### src/rtl/nn_avalon_slave.sv
// Avalon-MM slave front end of the NN accelerator: register file, pixel/weight
// streaming through auto-incrementing pointers, result readback and start/done status.
module nn_avalon_slave #(
  parameter int NUM_RESULTS = 10
) (
  input  logic        clk,
  input  logic        n_rst,
  input  logic        read,
  input  logic        write,
  input  logic        beginbursttransfer,
  input  logic [9:0]  burstcount,
  input  logic [10:0] address,
  input  logic [31:0] writedata,
  output logic [31:0] readdata,
  output logic        readdatavalid,
  output logic        waitrequest,
  output logic [1:0]  response,
  input  logic [16:0] result_output,
  input  logic        done_calc,
  output logic        start_calc,
  output logic [3:0]  output_address,
  output logic [10:0] pixel_address,
  output logic [10:0] weight_address,
  output logic        w_enable_pixels,
  output logic        w_enable_weights,
  output logic [15:0] store_data
);

  typedef enum logic [1:0] {IDLE = 2'd0, ACCEPT = 2'd1, RDATA = 2'd2} state_t;

  localparam logic [10:0] ADDR_CTRL      = 11'h000;
  localparam logic [10:0] ADDR_SCRATCH   = 11'h001;
  localparam logic [10:0] ADDR_PIXDATA   = 11'h002;
  localparam logic [10:0] ADDR_WGTDATA   = 11'h003;
  localparam logic [10:0] ADDR_PIXPTR    = 11'h004;
  localparam logic [10:0] ADDR_WGTPTR    = 11'h005;
  localparam logic [10:0] ADDR_RES_FIRST = 11'h010;
  localparam logic [10:0] ADDR_RES_LAST  = 11'(16 + NUM_RESULTS - 1);
  localparam logic [1:0]  RESP_OKAY      = 2'b00;
  localparam logic [1:0]  RESP_SLVERR    = 2'b10;

  state_t      state;
  logic [10:0] req_addr;
  logic [31:0] req_data;
  logic        req_read;
  logic [10:0] burst_addr;
  logic [9:0]  burst_left;
  logic [10:0] eff_addr;
  logic [10:0] pix_ptr;
  logic [10:0] wgt_ptr;
  logic [31:0] scratch;
  logic        busy;
  logic        done;
  logic [31:0] rd_value;
  logic        rd_err;
  logic        wr_err;
  logic        is_result;
  logic        start_req;

  // Remaining beats of a burst reuse the address latched on its first beat.
  assign eff_addr  = (burst_left != '0) ? burst_addr : address;
  assign is_result = (req_addr >= ADDR_RES_FIRST) && (req_addr <= ADDR_RES_LAST);
  assign wr_err    = !(req_addr inside {ADDR_CTRL, ADDR_SCRATCH, ADDR_PIXDATA,
                                        ADDR_WGTDATA, ADDR_PIXPTR, ADDR_WGTPTR});
  assign start_req = (state == ACCEPT) && !req_read && (req_addr == ADDR_CTRL) &&
                     req_data[0] && !busy;

  always_comb begin
    rd_value = '0;
    rd_err   = 1'b0;
    if (is_result) begin
      rd_value = {15'b0, result_output};
    end else begin
      case (req_addr)
        ADDR_CTRL:    rd_value = {30'b0, busy, done};
        ADDR_SCRATCH: rd_value = scratch;
        ADDR_PIXPTR:  rd_value = {21'b0, pix_ptr};
        ADDR_WGTPTR:  rd_value = {21'b0, wgt_ptr};
        default:      rd_err   = 1'b1;
      endcase
    end
  end

  always_ff @(posedge clk or negedge n_rst) begin
    if (!n_rst) begin
      state            <= IDLE;
      waitrequest      <= 1'b1;
      readdata         <= '0;
      readdatavalid    <= 1'b0;
      response         <= RESP_OKAY;
      start_calc       <= 1'b0;
      output_address   <= '0;
      pixel_address    <= '0;
      weight_address   <= '0;
      w_enable_pixels  <= 1'b0;
      w_enable_weights <= 1'b0;
      store_data       <= '0;
      req_addr         <= '0;
      req_data         <= '0;
      req_read         <= 1'b0;
      burst_addr       <= '0;
      burst_left       <= '0;
      pix_ptr          <= '0;
      wgt_ptr          <= '0;
      scratch          <= '0;
      busy             <= 1'b0;
      done             <= 1'b0;
    end else begin
      readdatavalid    <= 1'b0;
      w_enable_pixels  <= 1'b0;
      w_enable_weights <= 1'b0;
      start_calc       <= 1'b0;

      // A start in the same cycle as done_calc takes precedence.
      if (start_req) begin
        busy <= 1'b1;
        done <= 1'b0;
      end else if (done_calc) begin
        busy <= 1'b0;
        done <= 1'b1;
      end

      case (state)
        IDLE: begin
          if (read || write) begin
            state       <= ACCEPT;
            waitrequest <= 1'b0;
            req_read    <= read;
            req_addr    <= eff_addr;
            req_data    <= writedata;
            if (burst_left != '0) begin
              burst_left <= burst_left - 10'd1;
            end else if (beginbursttransfer) begin
              burst_left <= (burstcount == '0) ? '0 : burstcount - 10'd1;
              burst_addr <= address;
            end
            if (read) begin
              output_address <= eff_addr[3:0];
            end else if (eff_addr == ADDR_PIXDATA) begin
              w_enable_pixels <= 1'b1;
              pixel_address   <= pix_ptr;
              store_data      <= writedata[15:0];
            end else if (eff_addr == ADDR_WGTDATA) begin
              w_enable_weights <= 1'b1;
              weight_address   <= wgt_ptr;
              store_data       <= writedata[15:0];
            end
          end
        end

        ACCEPT: begin
          waitrequest <= 1'b1;
          if (req_read) begin
            state         <= RDATA;
            readdatavalid <= 1'b1;
            readdata      <= rd_err ? '0 : rd_value;
            response      <= rd_err ? RESP_SLVERR : RESP_OKAY;
          end else begin
            state      <= IDLE;
            response   <= wr_err ? RESP_SLVERR : RESP_OKAY;
            start_calc <= start_req;
            case (req_addr)
              ADDR_SCRATCH: scratch <= req_data;
              ADDR_PIXDATA: pix_ptr <= pix_ptr + 11'd1;
              ADDR_WGTDATA: wgt_ptr <= wgt_ptr + 11'd1;
              ADDR_PIXPTR:  pix_ptr <= req_data[10:0];
              ADDR_WGTPTR:  wgt_ptr <= req_data[10:0];
              default: ;
            endcase
          end
        end

        RDATA: begin
          state <= IDLE;
        end

        default: begin
          state       <= IDLE;
          waitrequest <= 1'b1;
        end
      endcase
    end
  end

endmodule

### config.mk
export PLATFORM = sky130hd
export DESIGN_NAME = nn_avalon_slave
export DESIGN_NICKNAME = d
export VERILOG_FILES = /design/src/rtl/nn_avalon_slave.sv
export SDC_FILE = /design/constraint.sdc
export NUM_CORES = 1
export LEC_CHECK = 0
export ABC_CLOCK_PERIOD_IN_PS = 6100
export BUFFER_PORTS_ARGS = -buffer_cell sky130_fd_sc_hd__buf_2
export CAP_MARGIN = 20
export CORE_MARGIN = 4
export CORE_UTILIZATION = 25
export CTS_CLUSTER_DIAMETER = 60
export CTS_CLUSTER_SIZE = 24
export DETAILED_ROUTE_END_ITERATION = 6
export GPL_TIMING_DRIVEN = 0
export PLACE_DENSITY_LB_ADDON = 0.15
export SETUP_SLACK_MARGIN = 0.2
export SYNTH_ARGS = -nofsm -noshare
export SYNTH_HDL_FRONTEND = slang
export SYNTH_SLANG_ARGS = --single-unit
export TNS_END_PERCENT = 5
### constraint.sdc
create_clock -name clk -period 6.1 [get_ports clk]
set_clock_uncertainty 0.05 [all_clocks]
set_input_delay 0.305 -clock clk [delete_from_list [all_inputs] [get_ports clk]]
set_output_delay 0.305 -clock clk [all_outputs]
set_load 0.01 [all_outputs]
Yosys cells after proc, flatten, opt, wreduce, memory -nomap -nowiden:

Cells that the tools add are included.

* $add $sub $neg: 4
* order comparisons: 2
* equal/unequal tests: 10
* mux-type cells: 38
* bitwise logic cells: 5
* reduce and logical (&&, ||, !) cells: 31

Operators by type and width (count)
* $pmux 32 s4: 1
* $mux 32: 2
* $eq 11x2->1 const B: 4
* $pmux 11 s2: 2
* $mux 16: 2
* $mux 10: 3
* $add 11x1->11 const B: 2
* $eq 11x3->1 const B: 2
* $mux 1: 20
* $sub 10x1->10 const B: 2
* $reduce_and 3->1: 5
* $reduce_and 4->1: 3
* $eq 11x1->1 const B: 1
* $ge 11x5->1 const B: 1
* $le 11x5->1 const B: 1
* $logic_not 11->1: 1
* $mux 11: 1
* $logic_not 10->1: 1
* $mux 2: 5
* $reduce_bool 10->1: 1
* $reduce_bool 2->1: 5
* $reduce_and 2->1: 3
* $reduce_bool 6->1: 1
* $logic_and 1x1->1: 5
* 11 further kinds: 16

* flip-flop bits (word level): 204
* input port bits: 76
* output and inout port bits: 81
* word-level logic and storage cells: 112

Longest topological paths before layout:

Gate-level depths: netlist (run 1).

* depth after elaboration: 8
* mapped depth: 8
* depth with buffers taken out: 7

Worst setup path before layout (run 1):

Ideal clock, no wire load.

* kind: flip-flop to flip-flop
* start point: reg burst_left[0]
* end point: reg store_data[10]
* library setup time: 0.125 ns
* arrival: 1.991 ns
* required time: 5.925 ns
* setup slack: 3.935 ns
* stages on the path, launching flop included: 8
* buffers on the path: 1
* clock period less this slack: 2.165 ns
* cell sequence: dfrtp_1 inv_1 ha_1 nor2b_1 nand3_1 mux2i_2 buf_4 mux2_2

* word-level cells in the longest chain between the ends: 5
* elaborated cells on any way between the ends: 7
* classes of those cells: eq/ne: 2; mux: 2; reduce/logical: 3

Ends and longest elaborated chain
* from (decl): line 47 `logic [9:0] burst_left;`
* from (signal assigned): line 132 `burst_left <= burst_left - 10'd1;`
* from (signal assigned): line 134 `burst_left <= (burstcount == '0) ? '0 : burstcount - 10'd1;`
* $reduce_bool 10->1 (*): line 61 `assign eff_addr = (burst_left != '0) ? burst_addr : address;`
* $mux 11 (*): line 61
* $eq 11x2->1, on equally long branches: line 139, 143
* $reduce_bool 2->1 (no line)
* $reduce_and 4->1 (no line)
* to (signal assigned): line 142 `store_data <= writedata[15:0];`
* to (signal assigned): line 146 `store_data <= writedata[15:0];`
* to (decl): line 26 `output logic [15:0] store_data`

Mark *: on every way between the ends. The rest lies on a longest branch, timed or not.
A chain may end at the register's enable or synchronous reset.

Worst setup path after layout (run 1):

* start point: reg burst_left[0]
* end point: reg store_data[5]

The elaborated chain is that of the path after synthesis.

==> results by stage, run 1 <==
Status:
- The run finished with clean final reports.

Clock tree:
- The clock tree from TritonCTS is built.
- CTS placed an instance of sky130_fd_sc_hd__clkbuf_16 at the clock tree root.
- The total clock sinks is roughly 200.
- The number of hold buffers added after CTS is 54.
- The clock passes through at most 3 buffers.
- CTS built an H-tree with a depth of 1.
- The latest clock arrival within the worst-skew pair is 0.56 ns.
- The clock transition time at the flip-flop clock pins of the worst setup and hold paths is around 0.070 ns.
- Post-CTS timing repair inserted 0 buffers for setup.
- The number of buffers inserted during clock tree synthesis is 28.
- The number of instances resized during post-cts repair is 0.

Route:
- Summing over every cut layer, the via total after detailed routing is 7,095.
- In the routed design, unresolved DRC markers number 0.
- The detail route stage leaves a number of antenna-violating nets equal to 0.
- For this run, the detailed router's first-pass iteration total came to 6.
- The detailed-route vias per instance is 4.63.
- The DRC violation total after the first TritonRoute iteration is 382.
- The total wirelength of the detailed-routed design is 27,800 um.
- The wire length per cell is 18.1 um.

Global routing:
- The fraction of met3 tracks used by global routing is 0.0257.
- The total global routing overflow is 0.
- The number of antenna violations at the first check in global routing is 0.
- The global-route wire length before repair is 44,300 um.
- In this run the most used layer during global routing was met2.
- Across every metal layer, demand over resource in global routing totals 0.137.
- For met2 alone, demand over resource in global routing was 0.220.
- For this run, global-route usage on met1 was measured as 0.193.
- The via count of the first global-routing pass is 7,413.
- The maximum number of pins on one net before global-route repair is 110.

Synth:
- Counting flops and latches in the post-synthesis netlist gives 203.
- The dominant synthesized flop cell is sky130_fd_sc_hd__dfrtp_1.
- After synthesis, the netlist uses 65 different library cells.
- The share of async-settable or async-resettable flops after synthesis is 1.00.
- After synthesis the cells add up to 0.00925 mm2.
- The sequential area share after synthesis is 0.550.
- The per-instance average area after synthesis is 11.5 um2.
- The total of warnings raised by yosys is 0.
- Counting every instance in the synthesized netlist gives 802.
- The net count of the mapped netlist is between 800 and 900.
- Yosys mapped a number of flops with a built-in enable equal to 0.

Place:
- The number of I/O port buffers is 155.
- The final HPWL from detailed placement is between 15,000 and 20,000 um.
- The weighted congestion reported at the end of routability-driven placement is ~0.76.
- Before CTS, the worst setup slack after placement is 3.12 ns.
- The cell count after placement is roughly 1,400.

Floorplanning:
- The floorplan step set the die width to 200 um.
- The floorplan has 70 rows.
- The die is 200 um tall.
- The starting density of the core is 0.253.
- The number of top-level pins is ~160.
- The core region is 0.0365 mm2.
- The die covers 0.0401 mm2.

Power:
- The power density relative to cell area is between 400 and 500 mW/mm2.
- IR analysis of the VDD net gives a maximum drop of 203 uV.
- The total leakage power is 5.81 nW.

Critical path:
- For flop-to-flop paths, the worst setup slack is 3.20 ns.
- On the critical path the largest part of the delay comes from multiplexers.
- The capturing instance or port of the critical path is store_data[5].
- Counting buffers and inverters, the worst setup path is 7 cells deep.
- The worst register-to-register path begins at burst_left[0].
- The worst register-to-register path ends at store_data[5].
- The master of the slowest instance on the critical path is sky130_fd_sc_hd__mux2i_2.
- STA classifies the critical path endpoint as a register.
- The critical path starts at burst_left[0].
- The longest individual stage delay on the worst path is roughly 0.73 ns.
- STA puts the critical path data arrival time at 3.27 ns.
- The setup path with the least slack is of type register to register.
- Walking the worst path, the cells encountered are inv_1, ha_1, nor2b_1, nand3_1, mux2i_2, buf_4, mux2_2.
- The top fanout value on the critical path is 10.
- For the worst setup path, the data required time is 6.47 ns.
- Together, buffers and inverters on the worst path number 2.
- The nature of the critical path startpoint is a register.
- The depth of the worst register-to-register path is 7.

Final layout:
- 0 antenna diodes ended up in the layout.
- The non-filler instance count after layout is 1,532.
- In the final layout, the share of cells above drive strength 1 is 0.328.
- The layout net count is 1,123.
- After filler insertion, the fill cell instance count of the layout stands at 3,691.
- Across the whole layout, storage elements account for 0.00508 mm2.
- In the final layout, the multi-input gates occupy 0.00390 mm2.
- The area added between synthesis and finish is 32.9%.

STA:
- Setup repair after global routing left no endpoint under its margin.
- Hold is met by 0.0296 ns.
- Measured against its own limit, the worst slew margin works out to 0.451.
- The sum of negative setup slack is 0 ns.
- The number of endpoints with negative hold slack in the final report came to 0.
- The max-slew violation count was 0.
- After layout, the worst setup slack is approximately 3.2 ns.
- The slew of the pin with the lowest slew margin is 0.808 ns.
- Derived from the worst setup path, the maximum achievable clock frequency is 345 MHz.
- The share of the clock period used by the worst path is 0.475.
- The worst path needs 2.90 ns of the cycle, external delays included.
- Setup violations remaining at the end of the flow were counted as 0.

Worst hold path:
- The path type of the worst min-delay path is input pin to register.

Flow run:
- The tool flagged a number of max-cap violations equal to 0.
## Yosys cell counts (2+ instances only)
master / count / share of area
sky130_fd_sc_hd__xor2_1: 5 / 0.0047
sky130_fd_sc_hd__nor4b_1: 3 / 0.0028
sky130_fd_sc_hd__ha_1: 5 / 0.0068
sky130_fd_sc_hd__nor2_1: 47 / 0.019
sky130_fd_sc_hd__or2_2: 2 / 0.0014
sky130_fd_sc_hd__o21a_1: 5 / 0.0041
sky130_fd_sc_hd__nor2b_1: 7 / 0.0047
sky130_fd_sc_hd__mux2_2: 109 / 0.13
sky130_fd_sc_hd__o221ai_1: 6 / 0.0057
sky130_fd_sc_hd__o21bai_1: 2 / 0.0016
sky130_fd_sc_hd__nand3b_1: 3 / 0.0024
sky130_fd_sc_hd__nand2_1: 59 / 0.024
sky130_fd_sc_hd__and2_1: 2 / 0.0014
sky130_fd_sc_hd__a21oi_1: 60 / 0.032
sky130_fd_sc_hd__buf_2: 8 / 0.0043
sky130_fd_sc_hd__o211ai_1: 2 / 0.0016
sky130_fd_sc_hd__and4_1: 3 / 0.0028
sky130_fd_sc_hd__xnor2_1: 6 / 0.0057
sky130_fd_sc_hd__nand3_1: 21 / 0.011
sky130_fd_sc_hd__buf_1: 9 / 0.0037
sky130_fd_sc_hd__clkbuf_1: 23 / 0.0093
sky130_fd_sc_hd__nand2b_1: 7 / 0.0047
sky130_fd_sc_hd__and3_1: 7 / 0.0047
sky130_fd_sc_hd__a22oi_1: 17 / 0.014
sky130_fd_sc_hd__dfrtp_1: 202 / 0.55
sky130_fd_sc_hd__inv_1: 15 / 0.0061
sky130_fd_sc_hd__buf_4: 5 / 0.0041
sky130_fd_sc_hd__nor3_1: 9 / 0.0049
sky130_fd_sc_hd__nor3b_1: 5 / 0.0041
sky130_fd_sc_hd__o21ai_0: 39 / 0.021
sky130_fd_sc_hd__mux2_1: 11 / 0.013
sky130_fd_sc_hd__a22o_1: 16 / 0.015
sky130_fd_sc_hd__or3_1: 3 / 0.0020
sky130_fd_sc_hd__a21bo_2: 3 / 0.0032
sky130_fd_sc_hd__o32ai_1: 4 / 0.0038
sky130_fd_sc_hd__or4_1: 5 / 0.0041
sky130_fd_sc_hd__a31o_2: 2 / 0.0019
sky130_fd_sc_hd__nand4_1: 14 / 0.0095
sky130_fd_sc_hd__nor4_1: 8 / 0.0054
sky130_fd_sc_hd__nor4_4: 3 / 0.0069
sky130_fd_sc_hd__mux2i_1: 8 / 0.0087
sky130_fd_sc_hd__a21o_1: 3 / 0.0024
sky130_fd_sc_hd__a31oi_1: 7 / 0.0047
## cell families (layout without fill, tap and decap cells)
kind of cell / count (synthesis) / in the layout / synth area share
AND/OR/NAND/NOR: 214 / 214 / 0.125
flip-flops: 203 / 203 / 0.550
AO/OA/AOI/OAI: 178 / 178 / 0.123
multiplexers: 129 / 129 / 0.156
buffers and inverters: 61 / 323 / 0.0287
XOR/XNOR: 11 / 11 / 0.0104
adder cells (fa/ha/maj): 5 / 5 / 0.00677
other: 1 / 1 / 0.000406
## cell type report
| cell class | count | area share |
|---|---|---|
| repair buffers | 210 | 0.110 |
| multi-input cells | 538 | 0.317 |
| clock inverters | 22 | 0.0292 |
| plain buffers | 46 | 0.0170 |
| inverters | 15 | 0.00458 |
| well taps | 468 | 0.0477 |
| flip-flops and latches | 203 | 0.414 |
| clock buffers | 30 | 0.0602 |
## worst min path at each step
stage | from | end | slack [ns] | cells after the start
final | result_output[14] | readdata[14] | 0.03 | 3
after detailed placement | n_rst | store_data[5] | 0.33 | 1
after floorplan | n_rst | burst_addr[0] | -0.04 | 0
after global routing | beginbursttransfer | burst_left[2] | 0.03 | 3
after CTS | beginbursttransfer | burst_left[2] | 0.002 | 3
after global placement | readdata[15] | readdata[15] | 0.41 | 2
## registers in the layout, indices dropped and copies added, names as in the netlist, 2 cells and up
signal / flops
wgt_ptr: 11
req_data: 32
state: 2
scratch: 32
req_addr: 11
burst_addr: 11
output_address: 4
weight_address: 11
pix_ptr: 11
burst_left: 10
readdata: 32
pixel_address: 11
store_data: 16
## through the flow
stage,utilization,total power [W],instance area (um2)
finish,0.336,0.00500,12300
global route,0.336,0.00533,12300
CTS,0.336,0.00511,12300
detailed placement,0.291,0.00312,10600
global placement,0.290,0.00311,10600
floorplan,-,0.00265,9250
## cells in the final DEF (no fill, tap or decap), types with 8 or more instances in the layout
| master | count |
|---|---|
| sky130_fd_sc_hd__nand3_1 | 21 |
| sky130_fd_sc_hd__a22o_1 | 16 |
| sky130_fd_sc_hd__o21ai_0 | 39 |
| sky130_fd_sc_hd__nor4_1 | 8 |
| sky130_fd_sc_hd__clkbuf_1 | 23 |
| sky130_fd_sc_hd__inv_1 | 15 |
| sky130_fd_sc_hd__dlygate4sd3_1 | 54 |
| sky130_fd_sc_hd__mux2i_1 | 8 |
| sky130_fd_sc_hd__a21oi_1 | 60 |
| sky130_fd_sc_hd__buf_1 | 9 |
| sky130_fd_sc_hd__mux2_1 | 11 |
| sky130_fd_sc_hd__dfrtp_1 | 202 |
| sky130_fd_sc_hd__nand4_1 | 14 |
| sky130_fd_sc_hd__nand2_1 | 59 |
| sky130_fd_sc_hd__a22oi_1 | 17 |
| sky130_fd_sc_hd__mux2_2 | 109 |
| sky130_fd_sc_hd__clkbuf_16 | 29 |
| sky130_fd_sc_hd__nor3_1 | 9 |
| sky130_fd_sc_hd__nor2_1 | 47 |
| sky130_fd_sc_hd__buf_2 | 162 |
## tightest hold or removal path, delay by kind of cell
family	cells	cell delay, ns
AO/OA/AOI/OAI	2	0.21
buffers and inverters	1	0.08
## routing by layer
layer	vias to the layer above	routed length, um
li1	3420	-
met1	3487	13200
met2	146	12700
met3	42	1260
met4	0	596
met5	-	0
## where the power goes
part	internal [W]	total (W)	switching, W	leakage (nW)
clock	0.00120	0.00190	0.000700	0.535
combinational	0.000522	0.00121	0.000688	2.59
sequential	0.00164	0.00189	0.000248	2.68
(Power assumes the default switching activity.)
==> inputs of run 2 (changes only) <==
- ABC_CLOCK_PERIOD_IN_PS: 6100 -> 2350
- clock period: 6.1 -> 2.35 ns (I/O delays scaled with it)
==> run 2 against run 1 <==
Effect of this change: first-iteration DRC count is 19% lower; die area unchanged; flip-flop and latch count did not move; final area is 5.6% higher; non-clock buffer count grew 45; global-route usage up 0.26 points; maximum frequency up 30%; cell count increased by 2.9%; sequential share of layout area down 2.2 points; critical path depth shrank 1; sequential power grew to 2.6 times the previous value.
==> results by stage, run 2 (synthesis results as in run 1) <==
Global routing:
- In the global route stage, met1 resource usage came out at 0.195.
- The aggregate global-route resource usage is 0.140.
- The fraction of met3 tracks used by global routing is 0.0264.
- The maximum number of pins on one net before global-route repair is 110.
- The most used routing layer is met2.
- The via count of the first global-routing pass is 7,667.
- For this run, global-route usage on met2 was measured as 0.225.
- The number of antenna violations at the first check in global routing came to 0.
- Summed over all layers, the global routing overflow is 0.
- The first global-routing pass estimated 45,400 um of wire.

Critical path:
- The depth of the worst register-to-register path is 6.
- The nature of the critical path startpoint is a register.
- In this run the worst path has a maximum fanout of 10.
- The flop-to-flop setup slack is ~0.13 ns.
- Data on the critical path is required at its endpoint by 2.73 ns.
- The reg-to-reg critical path startpoint is state[1].
- STA puts the critical path data arrival time at roughly 2.6 ns.
- The category of the most critical setup path is register to register.
- The endpoint identified for the worst register-to-register timing path is pixel_address[6].
- The endpoint class of the critical path is a register.

Worst hold path:
- The endpoint of the worst hold path is burst_left[5].
- The hold path startpoint is burstcount[1].
- The worst hold path was traced through 5 stages.
- The tightest min-delay check is of the input pin to register type.

Final layout:
- The fraction of layout instances using a drive strength above 1 is 0.373.
- After routing the design area is 0.0130 mm2.
- From synthesis to final layout, the design area changed by 40.4%.
- The non-filler instance count after layout is 1,577.
- Leaving out fill and tap cells, the most frequent cells in the layout are sky130_fd_sc_hd__dfrtp_1 (198), sky130_fd_sc_hd__buf_2 (168), sky130_fd_sc_hd__mux2_2 (109).
- Leaving out fill and tap cells, the most frequent cell in the layout is sky130_fd_sc_hd__dfrtp_1.
- The largest registers in the layout are readdata (32), req_data (32), scratch (32).
- The antenna diode count is 0.
- The net count of the finished layout is between 1,000 and 1,500.

Place:
- The weighted congestion reported at the end of routability-driven placement is around 0.76.
- The placed cell area is 0.0106 mm2.
- The number of I/O port buffers is 155.
- The cell count after placement is 1,426.
- Once detailed placement completed, the half-perimeter wirelength came to approximately 20,000 um.

Route:
- The routed via count is approximately 7,300.
- The detail route stage leaves a number of antenna-violating nets equal to 0.
- The detailed-routing iteration count for the pre-antenna-repair pass is 4.
- The first routing iteration left 308 violations.
- The count of unresolved DRC violations after routing is 0.
- The total wirelength of the detailed-routed design is about 28,000 um.
- The detailed-route vias per instance is 4.62.
- In the final routed layout, each cell accounts on average for 18.0 um.

Clock tree:
- In this run the number of H-tree levels came out at 1.
- The number of buffers inserted during clock tree synthesis is 28.
- The latest clock arrival within the worst-skew pair is around 0.56 ns.
- The cell at the root of the clock tree is sky130_fd_sc_hd__clkbuf_16.
- CTS saw between 200 and 250 sinks.
- No sink is reached through more buffers than the 3 on the longest clock path.
- The clock tree from TritonCTS is built.
- Clock-pin slew was measured on the worst setup and hold paths at 0.06 ns.

STA:
- Based on the critical path, the design can be clocked at up to 450 MHz.
- The worst slew margin relative to its limit is 0.471.
- The max-slew violation count is 0.
- At the pin with the least slew margin, the transition time is roughly 0.79 ns.
- Setup repair after global routing could not meet its margin everywhere.
- The clock period minus final worst setup slack is 2.22 ns.
- Dividing the final minimum period by the clock period gives 0.946.
- The number of endpoints with negative hold slack in the final report was 0.
- The final setup violation count is 0.

Floorplanning:
- Measured along the y axis, the die boundary spans 200 um.
- The chip width is ~200 um.
- The initial utilization of the core area, before any placement, comes to 0.253.
- The die area is 0.0401 mm2.
- The total core area is about 0.037 mm2.
- The number of top-level pins is 157.
- The total number of placement rows is 70.

Power:
- In this run the power density over the cells is 1030 mW/mm2.
- The total leakage power is 6.10 nW.
- Overall power consumption after layout is estimated at 0.0133 W.
- The worst-case IR drop observed on VDD is 529 uV.

Flow run:
- Across the run, the number of max-cap violations was 0.

Status:
- The flow ran to the end, and the final reports show no timing, DRC or antenna violations.
run 2: cell count changes in the layout (fill, tap and decap cells not counted), moves of 5 or more:
cell and change:
sky130_fd_sc_hd__clkbuf_1 -11, sky130_fd_sc_hd__dlygate4sd3_1 +24, sky130_fd_sc_hd__buf_1 -8, sky130_fd_sc_hd__buf_2 +6, sky130_fd_sc_hd__clkbuf_2 +9, sky130_fd_sc_hd__buf_4 +17, sky130_fd_sc_hd__a21oi_1 -5
run 2: through the flow:
stage / TNS [ns] / utilization / setup WS, ns / hold WS (ns)
floorplan: 0 / - / 0.185 / -0.228
global placement: -615.09 / 0.290 / -2.79 / 0.300
detailed placement: -56.13 / 0.291 / -0.632 / 0.143
CTS: 0 / 0.350 / 0.0376 / 0.00949
global route: 0 / 0.355 / 0.0247 / 0.0736
finish: 0 / 0.355 / 0.127 / 0.0429
run 2: layout make-up:
cell class,count,area [um2]
buffer,46,270
clock buffer,30,739
clock inverter,22,359
fill,3665,23500
inverter,15,56.3
multi-input combinational,538,4090
sequential,203,5090
tap,468,586
timing repair buffer,255,1790
run 2: timing repair:
item / CTS / global route
setup endpoints to repair: 198 / 179
pin swaps: 7 / 3
gates cloned: 0 / 1
resized for setup: 35 / 43
hold endpoints to repair: 200 / 0
buffers inserted: 16 / 4
hold buffers: 78 / 0
run 2: worst max-delay path, cell delays in order, from the launching register on:
cell                      delay, ns
sky130_fd_sc_hd__dfrtp_2       0.47
sky130_fd_sc_hd__nor4b_4       0.32
sky130_fd_sc_hd__nand4_2       0.16
sky130_fd_sc_hd__or4_4         0.46
sky130_fd_sc_hd__o21ai_4       0.13
sky130_fd_sc_hd__buf_8         0.18
sky130_fd_sc_hd__mux2_1        0.32
run 2: power breakdown:
group / switching, W / internal (W) / leakage [nW]
clock: 0.00181 / 0.00312 / 0.535
sequential: 0.000700 / 0.00427 / 2.68
combinational: 0.00186 / 0.00154 / 2.89
total: 0.00437 / 0.00894 / 6.10
run 2: how the worst max path moves through the flow:
| stage | cells past startpoint | slack [ns] | to | startpoint |
|---|---|---|---|---|
| 2_1_floorplan | 7 | 0.18 | store_data[10] | burst_left[0] |
| 3_3_place_gp | 1 | -2.79 | req_data[22] | n_rst |
| 3_5_place_dp | 7 | -0.63 | store_data[9] | burst_left[0] |
| 4_1_cts | 6 | 0.04 | pixel_address[8] | state[1] |
| 5_1_grt | 7 | 0.02 | readdata[4] | req_addr[9] |
| 6_report | 6 | 0.13 | pixel_address[6] | state[1] |
run 2: per-layer routing:
layer  wire length, um  up-vias
li1                  -     3517
met1             13400     3579
met2             13100      143
met3              1280       40
met4               534        0
met5                 0        -
==> inputs of run 3 (changes only) <==
==> constraint.sdc (replaced) <==
create_clock -name clk -period 2.35 [get_ports clk]
set_clock_uncertainty 0.05 [all_clocks]
set_input_delay 0.235 -clock clk [delete_from_list [all_inputs] [get_ports clk]]
set_output_delay 0.235 -clock clk [all_outputs]
set_load 0.01 [all_outputs]
==> run 3 against run 2 <==
Effect of this change: register-to-register slack about the same; die area unchanged; final area down 0.59%; via count down 1.0%; maximum frequency about the same; hold slack worse by 0.0015 ns; clock power about the same; combinational power about the same; critical endpoint is now pixel_address[8]; largest cell class unchanged; highest routed layer unchanged.
==> results by stage, run 3 (synthesis results as in run 1) <==
Status:
- The run finished with clean final reports.

Clock tree:
- In this run the deepest clock path goes through 3 buffers.
- The cell at the root of the clock tree is sky130_fd_sc_hd__clkbuf_16.
- CTS saw ~200 sinks.
- The clock transition time at the flip-flop clock pins of the worst setup and hold paths is around 0.070 ns.
- CTS built an H-tree with a depth of 1.
- The latest clock arrival within the worst-skew pair is ~0.56 ns.
- The number of buffers inserted during clock tree synthesis is 28.
- The clock tree from TritonCTS is built.

Floorplanning:
- The die outline height is 200 um.
- 157 I/O pins were placed.
- The die area is 0.0401 mm2.
- The chip width is 200 um.
- The initialized floorplan defines 70 standard-cell rows.
- The starting density of the core is 0.253.
- The total area inside the core boundary comes to 0.0365 mm2.

Critical path:
- The nature of the critical path startpoint is a register.
- For this design, the slowest cell found on the critical path is sky130_fd_sc_hd__dfrtp_2.
- The combined buffer and inverter count along the critical path is 1.
- The required time reported for the critical path endpoint is 2.74 ns.
- On the worst path, the slowest cell contributes a delay of 0.47 ns.
- The endpoint class of the critical path is a register.
- The top fanout value on the critical path is 10.
- The worst register-to-register path has a depth of 6.
- The dominant delay contributor by cell family on the critical path is simple AND/OR/NAND/NOR gates.
- Counting buffers and inverters, the worst setup path is 6 cells deep.
- The worst endpoint data arrival time is 2.61 ns.
- The worst setup path is of the register to register kind.
- The critical path goes through nor4b_4, nand4_2, or4_4, o21ai_4, buf_8, mux2_1.

Route:
- The routed design has 28,300 um of wire.
- For this block, the initial DRC count from the detailed router was 283.
- The count of nets left with antenna violations once routing finished came out at 0.
- For this run, design rule violations remaining after detail routing come to 0.
- The routed via count is between 7,000 and 8,000.
- The detailed-routing iteration count for the pre-antenna-repair pass is 4.
- The detailed-route vias per instance is approximately 4.6.
- In the final routed layout, each cell accounts on average for 18.0 um.

Global routing:
- The global-route wire length before repair is 45,400 um.
- For this run, the total global-route usage over all layers was measured as 0.140.
- The total global routing overflow is 0.
- The maximum number of pins on one net before global-route repair is 110.
- The via count of the first global-routing pass is ~7,600.
- The number of antenna violations at the first check in global routing is 0.

STA:
- On the final layout, the worst hold slack is 0.0414 ns.
- Counting I/O delays and the setup requirement, the final critical path takes 2.23 ns.
- The share of the clock period used by the worst path is 0.947.
- The number of endpoints with negative hold slack in the final report is 0.
- For the pin with the worst max-slew slack, the measured transition is 0.788 ns.
- Measured against its own limit, the worst slew margin works out to 0.474.
- Setup repair after global routing could not meet its margin everywhere.
- Setup violations remaining at the end of the flow were counted as 0.
- The max-slew violation count is 0.
- The peak clock frequency supported by timing is 449 MHz.

Final layout:
- The layout net count is between 1,000 and 1,500.
- The commonest non-fill, non-tap cell in the layout is sky130_fd_sc_hd__dfrtp_1.
- In the final layout, the share of cells above drive strength 1 is 0.375.
- The area added between synthesis and finish is 39.5%.
- The number of antenna diodes in the final layout is 0.
- In the layout the commonest cells are sky130_fd_sc_hd__dfrtp_1 (198), sky130_fd_sc_hd__buf_2 (168), sky130_fd_sc_hd__mux2_2 (109).
- The largest registers in the layout are readdata (32), req_data (32), scratch (32).
- Leaving out filler cells and counting taps, the final layout contains ~1,600.

Worst hold path:
- The number of cells on the worst hold path is 3.
- The path type of the worst min-delay path is input pin to register.

Power:
- The worst-case IR drop observed on VDD is 529 uV.
- The total leakage power is 6.08 nW.
- The power density relative to cell area is 1030 mW/mm2.

Place:
- The weighted congestion reported at the end of routability-driven placement is 0.757.
- The number of I/O port buffers is 155.
- Including well taps, the total number of placed cells is 1,426.
- The final HPWL from detailed placement is 19,900 um.

Flow run:
- The reported max-cap violation count is 0.
==> run 3: stage by stage <==
stage	TNS (ns)	power (W)	cell area [um2]	util	setup WS [ns]
global placement	-638.94	0.00807	10600	0.290	-2.91
global route	0	0.0142	12900	0.353	0.0247
detailed placement	-56.13	0.00811	10600	0.291	-0.632
floorplan	0	0.00688	9250	-	0.185
finish	0	0.0133	12900	0.353	0.125
CTS	0	0.0135	12700	0.348	0.0376
==> run 3: where the power goes <==
part           internal, W  switching [W]
combinational      0.00153        0.00186
sequential         0.00427       0.000696
clock              0.00312        0.00182
total              0.00893        0.00438
==> run 3: final cells by class <==
cell class / count / area, um2
Clock inverter: 22 / 359
Clock buffer: 30 / 739
Inverter: 15 / 56.3
Sequential cell: 203 / 5090
Multi-Input combinational cell: 538 / 4080
Tap cell: 468 / 586
Fill cell: 3677 / 23600
Timing Repair Buffer: 248 / 1720
Buffer: 46 / 270
==> run 3: timing repair <==
| action | in CTS | in global routing |
|---|---|---|
| endpoints found under the hold margin | 188 | 0 |
| setup buffers | 16 | 4 |
| hold buffers | 71 | 0 |
| resized for setup | 35 | 42 |
| endpoints found under the setup margin | 198 | 179 |
| pin swaps | 7 | 3 |
| gates cloned | 0 | 1 |
==> run 3: final timing paths <==
path / start / to / slack (ns)
setup / recovery: state[1] / pixel_address[8] / 0.12
hold / removal: burstcount[9] / burst_left[9] / 0.04
setup reg to reg: state[1] / pixel_address[8] / 0.12
hold reg to reg: readdata[0] / readdata[0] / 0.43
max in group asynchronous: n_rst / burst_left[4] / 0.98
min in group asynchronous: n_rst / store_data[9] / 0.23
==> run 3: worst min-delay path: stages <==
cell and delay [ns]:
sky130_fd_sc_hd__buf_2 0.10, sky130_fd_sc_hd__xnor2_1 0.15, sky130_fd_sc_hd__o211ai_1 0.10
==> run 3: metal layers <==
| layer | wire length [um] | track usage | vias to the layer above |
|---|---|---|---|
| met4 | 536 | 0.0369 | 0 |
| li1 | - | - | 3505 |
| met1 | 13500 | 0.195 | 3530 |
| met3 | 1240 | 0.0267 | 40 |
| met2 | 13100 | 0.225 | 128 |
| met5 | 0 | 0 | - |
